**src/rtl/exc_pkg.sv**
```systemverilog
// exc_pkg: shared state encoding, ESR codes and MRS selects for the exception controller.
package exc_pkg;
  typedef enum logic [2:0] {RUN, TAKE, HANDLER, RETURN, HALT} state_t;
  localparam logic [2:0] ESR_UNDEF        = 3'd1;
  localparam logic [2:0] ESR_IRQ          = 3'd2;
  localparam logic [2:0] ESR_ILLEGAL_ERET = 3'd3;
  localparam logic [2:0] ESR_NESTED       = 3'd4;
  localparam logic [1:0] MRS_ELR = 2'd0;
  localparam logic [1:0] MRS_ESR = 2'd1;
  localparam logic [1:0] MRS_ERR = 2'd2;
  localparam logic [63:0] VECTOR_ADDR_DEFAULT = 64'h0000_0000_0000_00D8;
endpackage

```
**src/rtl/sysreg_file.sv**
```systemverilog
// sysreg_file: ELR/ESR/ERR storage with separate context and syndrome write enables and the MRS read mux.
module sysreg_file
  import exc_pkg::*;
#(
  parameter int XLEN = 64
) (
  input  logic            clk,
  input  logic            reset,
  input  logic            ctx_we,
  input  logic            esr_we,
  input  logic [XLEN-1:0] elr_d,
  input  logic [XLEN-1:0] err_d,
  input  logic [2:0]      esr_d,
  input  logic [1:0]      sel,
  output logic [XLEN-1:0] elr,
  output logic [2:0]      esr,
  output logic [XLEN-1:0] rdata
);
  logic [XLEN-1:0] err;
  always_ff @(posedge clk) begin
    if (reset) begin
      elr <= '0;
      err <= '0;
      esr <= '0;
    end else begin
      if (ctx_we) begin
        elr <= elr_d;
        err <= err_d;
      end
      if (esr_we) esr <= esr_d;
    end
  end
  always_comb
    rdata = sel == MRS_ELR ? elr :
            sel == MRS_ESR ? {{(XLEN-3){1'b0}}, esr} :
            sel == MRS_ERR ? err : '0;
endmodule

```
**src/rtl/exception_ctrl.sv**
```systemverilog
// exception_ctrl: exception/interrupt FSM capturing faulting context, redirecting fetch to the vector and back on ERET.
module exception_ctrl
  import exc_pkg::*;
#(
  parameter int              XLEN        = 64,
  parameter logic [XLEN-1:0] VECTOR_ADDR = VECTOR_ADDR_DEFAULT[XLEN-1:0]
) (
  input  logic            clk,
  input  logic            reset,
  input  logic            valid_i,
  input  logic [XLEN-1:0] pc_i,
  input  logic [31:0]     instr_i,
  input  logic            not_an_instr_i,
  input  logic            eret_i,
  input  logic            irq_i,
  input  logic [1:0]      mrs_sel_i,
  output logic            irq_ack_o,
  output logic            redirect_o,
  output logic [XLEN-1:0] redirect_pc_o,
  output logic            flush_o,
  output logic            in_handler_o,
  output logic            halt_o,
  output logic [XLEN-1:0] sysreg_rdata_o
);
  state_t state, next;
  logic ctx_we, esr_we;
  logic [2:0] esr_d, esr;
  logic [XLEN-1:0] elr, err_d;
  always_ff @(posedge clk) state <= reset ? RUN : next;
  // An interrupt carries no instruction syndrome, so ERR is cleared for it
  assign err_d = (!not_an_instr_i && irq_i) ? '0 : {{(XLEN-32){1'b0}}, instr_i};
  always_comb begin
    next = state;
    ctx_we = 1'b0;
    esr_we = 1'b0;
    esr_d = ESR_UNDEF;
    case (state)
      RUN: if (valid_i && (not_an_instr_i || irq_i || eret_i)) begin
        next = TAKE;
        ctx_we = 1'b1;
        esr_we = 1'b1;
        esr_d = not_an_instr_i ? ESR_UNDEF : irq_i ? ESR_IRQ : ESR_ILLEGAL_ERET;
      end
      TAKE: next = HANDLER;
      HANDLER: if (valid_i && not_an_instr_i) begin
        next = HALT;
        esr_we = 1'b1;
        esr_d = ESR_NESTED;
      end else if (valid_i && eret_i) next = RETURN;
      RETURN: next = RUN;
      default: next = HALT;
    endcase
  end
  sysreg_file #(.XLEN(XLEN)) u_sysreg (
    .clk(clk), .reset(reset), .ctx_we(ctx_we), .esr_we(esr_we),
    .elr_d(pc_i), .err_d(err_d), .esr_d(esr_d), .sel(mrs_sel_i),
    .elr(elr), .esr(esr), .rdata(sysreg_rdata_o)
  );
  assign redirect_o    = state == TAKE || state == RETURN;
  assign redirect_pc_o = state == TAKE ? VECTOR_ADDR : state == RETURN ? elr : '0;
  assign flush_o       = redirect_o;
  assign irq_ack_o     = state == TAKE && esr == ESR_IRQ;
  assign in_handler_o  = state == HANDLER || state == RETURN;
  assign halt_o        = state == HALT;
endmodule

```
**config.mk**
```make
export PLATFORM = sky130hd
export DESIGN_NAME = exception_ctrl
export DESIGN_NICKNAME = d
export VERILOG_FILES = /design/src/rtl/exc_pkg.sv /design/src/rtl/sysreg_file.sv /design/src/rtl/exception_ctrl.sv
export SDC_FILE = /design/constraint.sdc
export NUM_CORES = 1
export LEC_CHECK = 0
export ABC_AREA = 1
export ABC_CLOCK_PERIOD_IN_PS = 2550
export BUFFER_PORTS_ARGS = -buffer_cell sky130_fd_sc_hd__buf_4
export CAP_MARGIN = 20
export CORE_ASPECT_RATIO = 1.2
export CORE_MARGIN = 2
export CORE_UTILIZATION = 55
export DETAILED_ROUTE_END_ITERATION = 7
export PLACE_DENSITY = 0.88
export SYNTH_ARGS = -nofsm -noshare
export SYNTH_HDL_FRONTEND = slang
export SYNTH_HIERARCHICAL = 1
export SYNTH_SLANG_ARGS = --single-unit
```
**constraint.sdc**
```tcl
create_clock -name clk -period 2.55 [get_ports clk]
set_clock_uncertainty 0.2 [all_clocks]
set_input_delay 0.1275 -clock clk [delete_from_list [all_inputs] [get_ports clk]]
set_output_delay 0.1275 -clock clk [all_outputs]
set_load 0.005 [all_outputs]
```
; Yosys cells after proc, flatten, opt, wreduce, memory -nomap -nowiden
; Index checks and enable logic that the tools add are counted.
[word_totals]
ff_bits = 134
in_bits = 104
out_inout_bits = 133
word_cells = 45
[classes]
n_eq_ne = 9
muxes = 19
n_reduce_logical = 13
[ops]
columns = cell, count
row1 = $mux 64, 5
row2 = $mux 32, 1
row3 = $mux 3, 4
row4 = $pmux 3 s4, 1
row5 = $eq 3x2->1 const B, 3
row6 = $pmux 3 s2, 1
row7 = $logic_and 1x1->1, 5
row8 = $logic_or 1x1->1, 4
row9 = $mux 1, 4
row10 = $mux 2, 2
row11 = $eq 3x1->1 const B, 1
row12 = $eq 3x3->1 const B, 1
row13 = $logic_not 3->1, 1
row14 = $ne 3x3->1 const B, 1
row15 = $eq 2x1->1 const B, 1
row16 = $eq 2x2->1 const B, 1
row17 = $logic_not 2->1, 1
row18 = $ne 2x2->1 const B, 1
row19 = $pmux 1 s2, 1
row20 = $reduce_and 2->1, 1
row21 = $logic_not 1->1, 1

; Logic depth before layout (Yosys ltp)
; Gate-level depths: netlist of run 1.
[depth]
depth_word = 5
ltp_mapped = 11

; Hierarchy
; Netlist of run 1, hierarchy kept.
[modules_own_cells]
columns = module, instances, cells_each, area_each_um2, seq_area_each_um2
row1 = sysreg_file, 1, 786, 5511.5, 2622.5
row2 = exception_ctrl, 1, 253, 1078.5, 60.1

; Worst setup path before layout of run 1
; Ideal clock, no wire load.
[synth_timing]
path_type = flip-flop to flip-flop
startpoint = reg state[0]
endpoint = reg u_sysreg.err[0]
arrival_time_ps = 1408
required_time_ps = 2234
slack_ps = 826
stages_incl_launch_ff = 12
path_buffers = 3
synth_period_minus_slack_ps = 1724
cell_sequence = dfxtp_1 > inv_1 > nand2_1 > inv_1 > nand2_1 > nor2_1 > buf_6 > inv_2 > buf_8 > buf_6 > nor2_1 > nor2_1
[synth_via]
elab_chain_cells = 2
[synth_lines]
columns = element, line
row1 = "start, declared", exception_ctrl.sv:25  ; state_t state, next;
row2 = "start signal, assigned", exception_ctrl.sv:29  ; always_ff @(posedge clk) state <= reset ? RUN : next;
row3 = $logic_not 3->1, exception_ctrl.sv:37  ; case (state)
row4 = $mux 1, exception_ctrl.sv:37
row5 = net ctx_we, exception_ctrl.sv:26  ; logic ctx_we, esr_we;
row6 = "end signal, assigned", sysreg_file.sv:28  ; err <= err_d;
row7 = "end, declared", sysreg_file.sv:19  ; logic [XLEN-1:0] err;
; The timed path passes the listed nets, and every way through them passes these cells.
; A chain may end at the register's enable or synchronous reset.

; Worst setup path in the final report of run 1
[layout_timing]
startpoint = reg state[2]
endpoint = reg u_sysreg.elr[54]
[layout_via]
elab_chain_cells = 2
[layout_lines]
columns = element, line
row1 = $logic_not 3->1, exception_ctrl.sv:37
row2 = $mux 1, exception_ctrl.sv:37
row3 = net ctx_we, exception_ctrl.sv:26
row4 = "end signal, assigned", sysreg_file.sv:27  ; elr <= elr_d;
row5 = "end, declared", sysreg_file.sv:15  ; output logic [XLEN-1:0] elr,
; The timed path passes the listed nets, and every way through them passes these cells.

==> metrics.md, run 1 <==
| Metric | Value |
|---|---|
| Status | finished clean |
| First-pass GRT wire length | 36600 µm |
| Post-synth EDFFs | 0 |
| Leakage power | just over 5 nW |
| Final-report max-slew violation count | 0 |
| Synthesis-stage register bit count | roughly 130 |
| Slew margin rel. | approximately half |
| Post-Syn Area | around 0.0066 mm² |
| WL final | ~23000 µm |
| Arrival time worst endpoint | roughly 2500 ps |
| WL per Instance | 15.12 µm |
| PD cells | around 650 mW/mm² |
| Sw Share | 31.04% |
| Internal Pwr Total | approximately 4.5 mW |
| Largest net degree at the start of global routing | ~130 |
| Synth Instances | 1039 |
| Setup_tns | 0 ps |
| Core Box Area | 0.01162 mm² |
| CP max stage cell | buf_4 |
| CP top delay family | buffers and inverters |
| Clock sink count | approximately 130 |
| Final min period | roughly 2300 ps |
| Switching power | ~2.0 mW |
| Worst Hold Class | in -> reg |
| 1st-pass router iterations | 5 |
| Max VDD drop | approximately 0.50 mV |
| RSZ-0062 raised after global routing | false |
| Syn Area/Cell | between 6 and 7 µm² |
| Critical Path RT | ~2700 ps |
| Initial antenna violation count | 1 |
| Clock Root Buffer | clkbuf_16 |
| Register area share after synthesis | about two fifths |
| CP Max Fanout | 52 |
| CP cell instances | inv_1 -> nand2_1 -> inv_1 -> nand2_1 -> nor2_4 -> inv_4 -> buf_4 -> nor2_1 -> nor2_1 |
| CP Class | reg -> reg |
| Post-synth top area cell | dfxtp_1 |
| Synth cell count leaders | nor2_1, nand2_1, dfxtp_1 |
| Number of global-route vias before repair | 7716 |
| CTS tree | built |
| Peak Freq | ~430 MHz |
| Flop pwr share | between 40% and 50% |
| Final hold violations | 0 |
| H-tree depth | 4 |
| Clk_lat worst skew | about 400 ps |
| DPL Wire Length | 12100 µm |
| Synth top area cells | dfxtp_1, nor2_1, o21ai_0, nand2_1, inv_1 |
| Die Area | around 0.013 mm² |
| GRT Util Overall | a little over a third |
| Clock power share | between 30% and 40% |
| Logic pwr share | between 20% and 30% |
| Buffers & Inverters on Critical Path | 4 |
| R2R depth | 9 |
| Crit end category | flip-flop |
| Setup violations, final | 0 |
| Post-CTS Setup Bufs | 0 |
| Num CTS Buffers | 17 |
| Layout Nets | around 1500 |
| Clock buffer depth | 2 |
| DRC | 0 |
| End of the worst register-to-register path | u_sysreg/elr[54] |
| Total grt overflow | 0 |
| WHS Path Cells | 7 |
| Number of DRC markers in iteration 0 | 598 |
| Via density | 5.177 |
| Port Buffers | about 240 |
| Placed Area | between 0.008 and 0.009 mm² |
| Synthesis Warnings | 6 |
| Final Cell Area | ~0.01 mm² |
| Die Wd | 103.9 µm |
| Count leader, synth | nor2_1 |
| Maxcap violations | 0 |
| Yosys top cell area share | about two fifths |
| CP startpoint kind | flip-flop |
| Worst Hold End | state[0] |
| Slowest Stage Delay on Critical Path | 450 ps |
| Setup slack, reg-to-reg | between 200 and 250 ps |
| Vias | approximately 8000 |
| Synth-to-Final Area Change | 50.35% |
| FF-to-FF Start | state[2] |
| Final antenna-violating net count | 0 |
| Post-synth ARST share | 0% |
| HP Start | irq_i |
| Slew @ Worst Pin | approximately 750 ps |
| Yosys cell types | 20 |
| Share of post-route cells with drive strength above 1 | roughly 21% |
| Row count | 43 |
| # IOs | about 240 |
| Vert. Die Dim | roughly 120 µm |
| Clock Pin Slew Worst Setup and Hold Paths | 60 ps |
| Routability cong. | about 0.83 |
| Synth Flop Type | dfxtp_1 |
| Tcrit/Tclk final | between 90% and 100% |
| Starting Density | a little under three fifths |
==> sequential cells by signal, summed over array words and instances (netlist names) <==
| name | count |
|---|---|
| u_sysreg/elr | 64 |
| u_sysreg/err | 64 |
| state | 3 |
| u_sysreg/esr | 3 |
==> power groups by stage <==
stage	Sequential, mW	Clock (mW)	Combinational [mW]
2_1_floorplan	2.59	0	0.900
3_3_place_gp	2.64	0	1.27
3_5_place_dp	2.65	0	1.30
4_1_cts	2.61	2.33	1.45
5_1_grt	2.66	2.46	1.67
6_report	2.63	2.34	1.51
==> final cells by class <==
class	instances	area, µm²
timing repair buffer	349	2915
sequential	134	2683
fill	688	1713
clock inverter	11	101.3
multi-input combinational	756	3132
inverter	109	411.6
clock buffer	20	466.7
tap	157	196.4
antenna	1	2.502
==> worst register-to-register path: stages, from the launching register on <==
cell     delay, ps
dfxtp_1        390
inv_1           90
nand2_1        120
inv_1           90
nand2_1        150
nor2_4          80
inv_4          410
buf_4          450
nor2_1         120
nor2_1         160
==> layer usage <==
layer | up-vias | track usage [%] | wire (µm)
li1 | 3796 | - | -
met1 | 3655 | 39.30 | 8838
met2 | 422 | 63.82 | 12010
met3 | 84 | 6.750 | 1513
met4 | 0 | 18.16 | 886
met5 | - | 0 | 0
==> worst max-delay path by stage <==
stage             start               end  slack [ps]  depth (start not counted)
6_report       state[2]  u_sysreg/elr[54]         230                          9
5_1_grt        state[2]  u_sysreg/elr[54]         130                          9
4_1_cts        state[2]  u_sysreg/elr[48]         300                          9
3_5_place_dp   state[2]  u_sysreg/elr[51]         340                          9
3_3_place_gp   state[2]  u_sysreg/elr[52]         430                          9
2_1_floorplan  state[0]   u_sysreg/err[0]         830                         11
==> cells by family (layout without fill, tap and decap cells) <==
group	Yosys count	after routing	share of synthesized area (%)
AO/OA/AOI/OAI	135	135	10.29
buffers and inverters	180	489	13.65
flip-flops	134	134	40.71
other	1	33	0.05690
AND/OR/NAND/NOR	589	589	35.30
==> metrics by stage <==
stage          utilization, %  std cells  hold slack [ps]  setup slack, ps  total power [mW]
3_3_place_gp            71.48       1402            116.1            434.2             3.911
5_1_grt                 85.26       1537            141.6            125.5             6.788
2_1_floorplan               -       1070           -3.434            826.0             3.492
4_1_cts                 85.24       1536            48.82            300.5             6.390
3_5_place_dp            71.48       1402            118.4            336.1             3.953
6_report                85.26       1537            85.87            234.2             6.487
==> cells in the final DEF, fill, tap and decap left out <==
cell type and instances:
a21oi_1 1, buf_12 3, buf_4 243, bufinv_16 1, clkbuf_16 17, clkbuf_8 3
clkinv_2 3, clkinv_4 2, clkinvlp_4 4, conb_1 32, dfxtp_1 134, diode_2 1
dlygate4sd3_1 103, inv_1 105, inv_2 3, inv_4 1, inv_6 1, nand2_1 142
nand2_4 1, nand3_1 70, nor2_1 370, nor2_2 1, nor2_4 3, nor3_1 2
o211ai_1 1, o21ai_0 133
==> repair_timing <==
action | 4_1_cts | 5_1_grt
endpoints found under the hold margin | 101 | 0
hold buffers | 103 | 0
gates resized for setup | 0 | 0
Note: power is estimated with default switching activity, not from simulation.
==> run 2, diff against run 1 <==
--- a/config.mk
+++ b/config.mk
@@ -7,13 +7,14 @@
 export LEC_CHECK = 0
 export ABC_AREA = 1
 export ABC_CLOCK_PERIOD_IN_PS = 2550
-export BUFFER_PORTS_ARGS = -buffer_cell sky130_fd_sc_hd__buf_4
 export CAP_MARGIN = 20
 export CORE_ASPECT_RATIO = 1.2
 export CORE_MARGIN = 2
-export CORE_UTILIZATION = 55
+export CORE_UTILIZATION = 57
 export DETAILED_ROUTE_END_ITERATION = 7
-export PLACE_DENSITY = 0.88
+export DONT_BUFFER_PORTS = 1
+export PLACE_DENSITY = 0.73
+export SKIP_CTS_REPAIR_TIMING = 1
 export SYNTH_ARGS = -nofsm -noshare
 export SYNTH_HDL_FRONTEND = slang
 export SYNTH_HIERARCHICAL = 1
==> run 2 against run 1 <==
  * Total power down 3.5%
  * Non-clock buffer count is 234 lower
  * Flip-flop and latch count unchanged
  * Sequential power barely moved
  * Critical path depth did not move
  * Critical endpoint is now u_sysreg/elr[18]
  * Wire length decreased by 23%
  * The run now ends with hold timing left
  * Utilization fell by 13 points
  * Clock power rose by 7%
  * Global-route usage is 9.8 points lower
  * Combinational power decreased by 23%
==> metrics.md, run 2 (synthesized netlist as in run 1, its figures left out) <==
| Metric | Value |
|---|---|
| Status | complete, but fails checks |
| Violated checks | hold timing |
| CP startpoint kind | flip-flop |
| Clock Root Buffer | clkbuf_16 |
| FF-to-FF Start | state[2] |
| Clock sink count | around 130 |
| CP endpoint | u_sysreg/elr[18] |
| Setup slack, reg-to-reg | roughly 480 ps |
| Placed Area | approximately 0.0066 mm² |
| Maxcap violations | 0 |
| Slew @ Worst Pin | between 600 and 700 ps |
| PD cells | about 760 mW/mm² |
| Num CTS Buffers | 17 |
| Number of global-route vias before repair | approximately 5600 |
| Diode count | 0 |
| R2R depth | 9 |
| CP Max Fanout | 39 |
| Total grt overflow | 0 |
| RSZ-0062 raised after global routing | false |
| # IOs | 237 |
| Number of DRC markers in iteration 0 | between 300 and 400 |
| Final Cell Area | roughly 0.0082 mm² |
| Clock Pin Slew Worst Setup and Hold Paths | about 60 ps |
| 1st-pass router iterations | 4 |
| Clk_lat worst skew | 410 ps |
| Initial antenna violation count | 0 |
| Leakage power | 3.925 nW |
| Max VDD drop | between 0.4 and 0.5 mV |
| Via density | 5.049 |
| H-tree depth | 4 |
| Setup violations, final | 0 |
| First-pass GRT wire length | about 25000 µm |
| Critical Path RT | 2690 ps |
| Final antenna-violating net count | 0 |
| Core Box Area | 0.01141 mm² |
| Worst Hold Class | in -> reg |
| Share of post-route cells with drive strength above 1 | about 4.5% |
| DPL Wire Length | around 10000 µm |
| Critical path launch point | state[2] |
| Most frequent cells in the layout | nor2_1, nand2_1, dfxtp_1 |
| WL final | 17840 µm |
| Die Area | 0.01244 mm² |
| Vert. Die Dim | 121.8 µm |
| Final-report max-slew violation count | 0 |
| End of the worst register-to-register path | u_sysreg/elr[18] |
| Row count | 43 |
| Final hold violations | 8 |
| Tcrit/Tclk final | between 80 and 90% |
| Arrival time worst endpoint | 2210 ps |
| Dpl ws | approximately 550 ps |
| Port Buffers | 0 |
| GRT Util Overall | about a quarter |
| Slew margin rel. | a little under three fifths |
| WL per Instance | 13.70 µm |
| Routability cong. | about 0.83 |
| Setup_tns | 0 ps |
| Final min period | between 2000 and 2500 ps |
| CTS tree | built |
| Die Wd | slightly above 100 µm |
| Crit end category | flip-flop |
| Largest net degree at the start of global routing | ~130 |
| CP Class | reg -> reg |
| Layout Nets | around 1200 |
| Vias | roughly 6600 |
| Commonest non-fill, non-tap cell in the layout | nor2_1 |
| Peak Freq | approximately 480 MHz |
| Largest registers | u_sysreg/elr x64, u_sysreg/err x64 |
| Starting Density | roughly 58% |
| Synth-to-Final Area Change | 24.64% |
| Clock buffer depth | 2 |
| WHS Path Cells | 3 |
| Hold_ws | -6.094 ps |
| Setup WS post-layout | approximately 480 ps |
| DRC | 0 |
[run 2: changes by cell type in the layout (fill, tap and decap cells not counted)]
cell,change
clkbuf_8,-1
buf_12,+2
bufinv_16,+2
diode_2,-1
buf_4,-237
dlygate4sd3_1,+1
clkinv_4,-1
[run 2: per-stage QoR]
step           hold slack (ps)  instances  power, mW  util [%]
6_report                -6.094       1302      6.263     72.02
3_3_place_gp             10.79       1167      3.621     57.58
5_1_grt                  20.25       1302      6.591     72.02
3_5_place_dp             12.06       1167      3.645     57.58
2_1_floorplan           -3.434       1070      3.492         -
4_1_cts                 -426.9       1198      6.130     62.89
[run 2: report_power, final]
part / total [mW] / internal [mW] / switching [mW]
Combinational: 1.16 / 0.426 / 0.736
Sequential: 2.60 / 2.42 / 0.188
Clock: 2.50 / 1.58 / 0.916
Total: 6.26 / 4.42 / 1.84
[run 2: how the worst min path moves through the flow]
stage                     slack, ps   from          endpoint
final                            -6  reset   u_sysreg/elr[3]
after global routing             20  reset  u_sysreg/err[61]
after CTS                      -430  reset          state[1]
after detailed placement         10  reset          state[1]
after global placement           10  reset          state[1]
after floorplan                  -3  reset          state[1]
[run 2: layout make-up]
class | instances | area, µm²
Clock buffer | 19 | 452.9
Clock inverter | 12 | 152.6
Inverter | 109 | 411.6
Timing Repair Buffer | 115 | 1186
Sequential cell | 134 | 2683
Tap cell | 157 | 196.4
Fill cell | 945 | 3192
Multi-Input combinational cell | 756 | 3132
[run 2: worst max-delay path, cell delays in order (launching register included)]
cell and delay, ps:
dfxtp_1 380, inv_1 90, nand2_1 120, inv_1 90
nand2_1 150, nor2_4 80, inv_4 340, buf_4 340
nor2_1 70, nor2_1 120
[run 2: per-layer routing]
metal	GRT usage (%)	part of all wire (%)	vias up	wire length, µm
li1	-	-	3324	-
met1	29.95	41	2964	7357
met2	43.67	51	264	9145
met3	7.745	6.4	22	1135
met4	7.417	1.1	0	204
met5	0	0	-	0
==> run 3, diff against run 2 <==
--- a/config.mk
+++ b/config.mk
@@ -6,7 +6,7 @@
 export NUM_CORES = 1
 export LEC_CHECK = 0
 export ABC_AREA = 1
-export ABC_CLOCK_PERIOD_IN_PS = 2550
+export ABC_CLOCK_PERIOD_IN_PS = 2000
 export CAP_MARGIN = 20
 export CORE_ASPECT_RATIO = 1.2
 export CORE_MARGIN = 2
==> constraint.sdc (replaced) <==
create_clock -name clk -period 2 [get_ports clk]
set_clock_uncertainty 0.2 [all_clocks]
set_input_delay 0.1 -clock clk [delete_from_list [all_inputs] [get_ports clk]]
set_output_delay 0.1 -clock clk [all_outputs]
set_load 0.005 [all_outputs]
==> run 3 against run 2 <==
  * The flow still finishes with violations (hold timing)
  * Die area unchanged
  * Hold slack worse by 80 ps
  * Global-route usage up 0.54 points
  * Critical path depth unchanged
  * Total power up 26%
  * Wire length up 2.8%
  * Cell count up 0.23%
  * First-iteration DRC count down 12%
  * Critical path type unchanged
  * Largest power group unchanged
  * Highest routed layer unchanged
==> metrics.md, run 3 (synthesized netlist as in run 1, its figures left out) <==
| Metric | Value |
|---|---|
| Routability cong. | a little over 0.8 |
| PD cells | 962.6 mW/mm² |
| Clk_lat worst skew | between 400 and 500 ps |
| Starting Density | between 50% and 60% |
| CP startpoint kind | flip-flop |
| Crit end category | flip-flop |
| Port Buffers | 0 |
| Critical Path RT | between 2000 and 2500 ps |
| Die Area | between 0.01 and 0.015 mm² |
| Clock sink count | 134 |
| Setup_tns | 0 ps |
| Final-report max-slew violation count | 0 |
| CP Class | reg -> reg |
| Setup WS post-layout | 83.60 ps |
| Most frequent cells in the layout | nor2_1, nand2_1, dfxtp_1 |
| Largest net degree at the start of global routing | between 70 and 80 |
| Leakage power | ~3.9 nW |
| WL per Instance | ~14 µm |
| Vias | between 6000 and 7000 |
| Tcrit/Tclk final | 95.82% |
| Final antenna-violating net count | 0 |
| H-tree depth | 4 |
| Share of post-route cells with drive strength above 1 | ~4.6% |
| Core Box Area | 0.01141 mm² |
| 1st-pass router iterations | 5 |
| Clock buffer depth | 2 |
| Largest registers | u_sysreg/elr x64, u_sysreg/err x64 |
| Vert. Die Dim | ~120 µm |
| Initial antenna violation count | 0 |
| Row count | between 40 and 50 |
| Commonest non-fill, non-tap cell in the layout | nor2_1 |
| Worst Hold Class | in -> reg |
| Diode count | 0 |
| # IOs | around 240 |
| Final min period | around 1900 ps |
| Final hold violations | 2 |
| DPL Wire Length | between 10000 and 15000 µm |
| WL final | between 15000 and 20000 µm |
| Dpl ws | 135.6 ps |
| Num CTS Buffers | 17 |
| Maxcap violations | 0 |
| Max VDD drop | around 0.73 mV |
| First-pass GRT wire length | approximately 26000 µm |
| Total grt overflow | 0 |
| Status | complete, but fails checks |
| Peak Freq | about 520 MHz |
| GRT Util Overall | between 20 and 30% |
| Clock Pin Slew Worst Setup and Hold Paths | around 60 ps |
| CP Max Fanout | 22 |
| CTS tree | built |
| Number of DRC markers in iteration 0 | between 300 and 400 |
| Fill cell count | 930 |
| Synth-to-Final Area Change | 24.80% |
| Violated checks | hold timing |
| Setup slack, reg-to-reg | about 84 ps |
| Die Wd | about 100 µm |
| Arrival time worst endpoint | a little over 2000 ps |
| Setup violations, final | 0 |
| Hold_ws | -85.72 ps |
| Clock Root Buffer | clkbuf_16 |
| Number of global-route vias before repair | about 5600 |
| DRC | 0 |
| Via density | a little over 5 |
| Layout Nets | approximately 1200 |
==> run 3: cell types whose count changed in the layout (fill, tap and decap cells not counted), sizes merged <==
cell      delta
buf          +3
clkbuf       +3
clkinvlp     -2
bufinv       -1
clkinv       +1
inv          -1
==> run 3: worst paths after layout <==
check / from / endpoint / cells past startpoint
max: state[2] / u_sysreg/elr[47] / 9
min: irq_i / state[0] / 6
max reg2reg: state[2] / u_sysreg/elr[47] / 9
min reg2reg: u_sysreg/err[20] / u_sysreg/err[20] / 2
==> run 3: metrics by stage <==
| stage | hold slack [ps] | util [%] | area [µm²] | total power, mW | std cells |
|---|---|---|---|---|---|
| 3_3_place_gp | -20.45 | 57.78 | 6590 | 4.632 | 1170 |
| 4_1_cts | -464.5 | 62.90 | 7174 | 7.738 | 1201 |
| 6_report | -85.72 | 72.10 | 8224 | 7.917 | 1305 |
| 2_1_floorplan | -30.93 | - | 6706 | 4.453 | 1070 |
| 3_5_place_dp | -20.27 | 57.78 | 6590 | 4.660 | 1170 |
| 5_1_grt | 0.7970 | 72.10 | 8224 | 8.319 | 1305 |
==> run 3: area by class of cell <==
cell class / instances / area (µm²) / share of cell area (%)
Clock buffer: 22 / 484.2 / 5.888
Tap cell: 157 / 196.4 / 2.389
Inverter: 109 / 411.6 / 5.005
Timing Repair Buffer: 118 / 1209 / 14.70
Clock inverter: 9 / 100.1 / 1.217
Multi-Input combinational cell: 756 / 3141 / 38.19
Sequential cell: 134 / 2683 / 32.62
==> run 3: report_power, final <==
part	internal, mW	switching [mW]	leakage (nW)
Sequential	3.08	0.247	1.11
Combinational	0.552	0.959	2.53
Clock	1.95	1.13	0.288
Total	5.58	2.34	3.93
==> run 3: per-layer routing <==
metal	global-route usage, %	wire, µm	vias to the layer above
li1	-	-	3341
met1	31.07	7268	3051
met2	43.42	9360	303
met3	7.917	1354	36
met4	8.833	366	0
met5	0	0	-
==> run 3: critical path, stage by stage (launching register included) <==
cell and delay (ps):
dfxtp_1 330, inv_1 90, nand2_1 100, inv_1 120
nand2_1 140, nor2_4 230, inv_4 140, buf_4 230
nor2_1 150, nor2_1 70
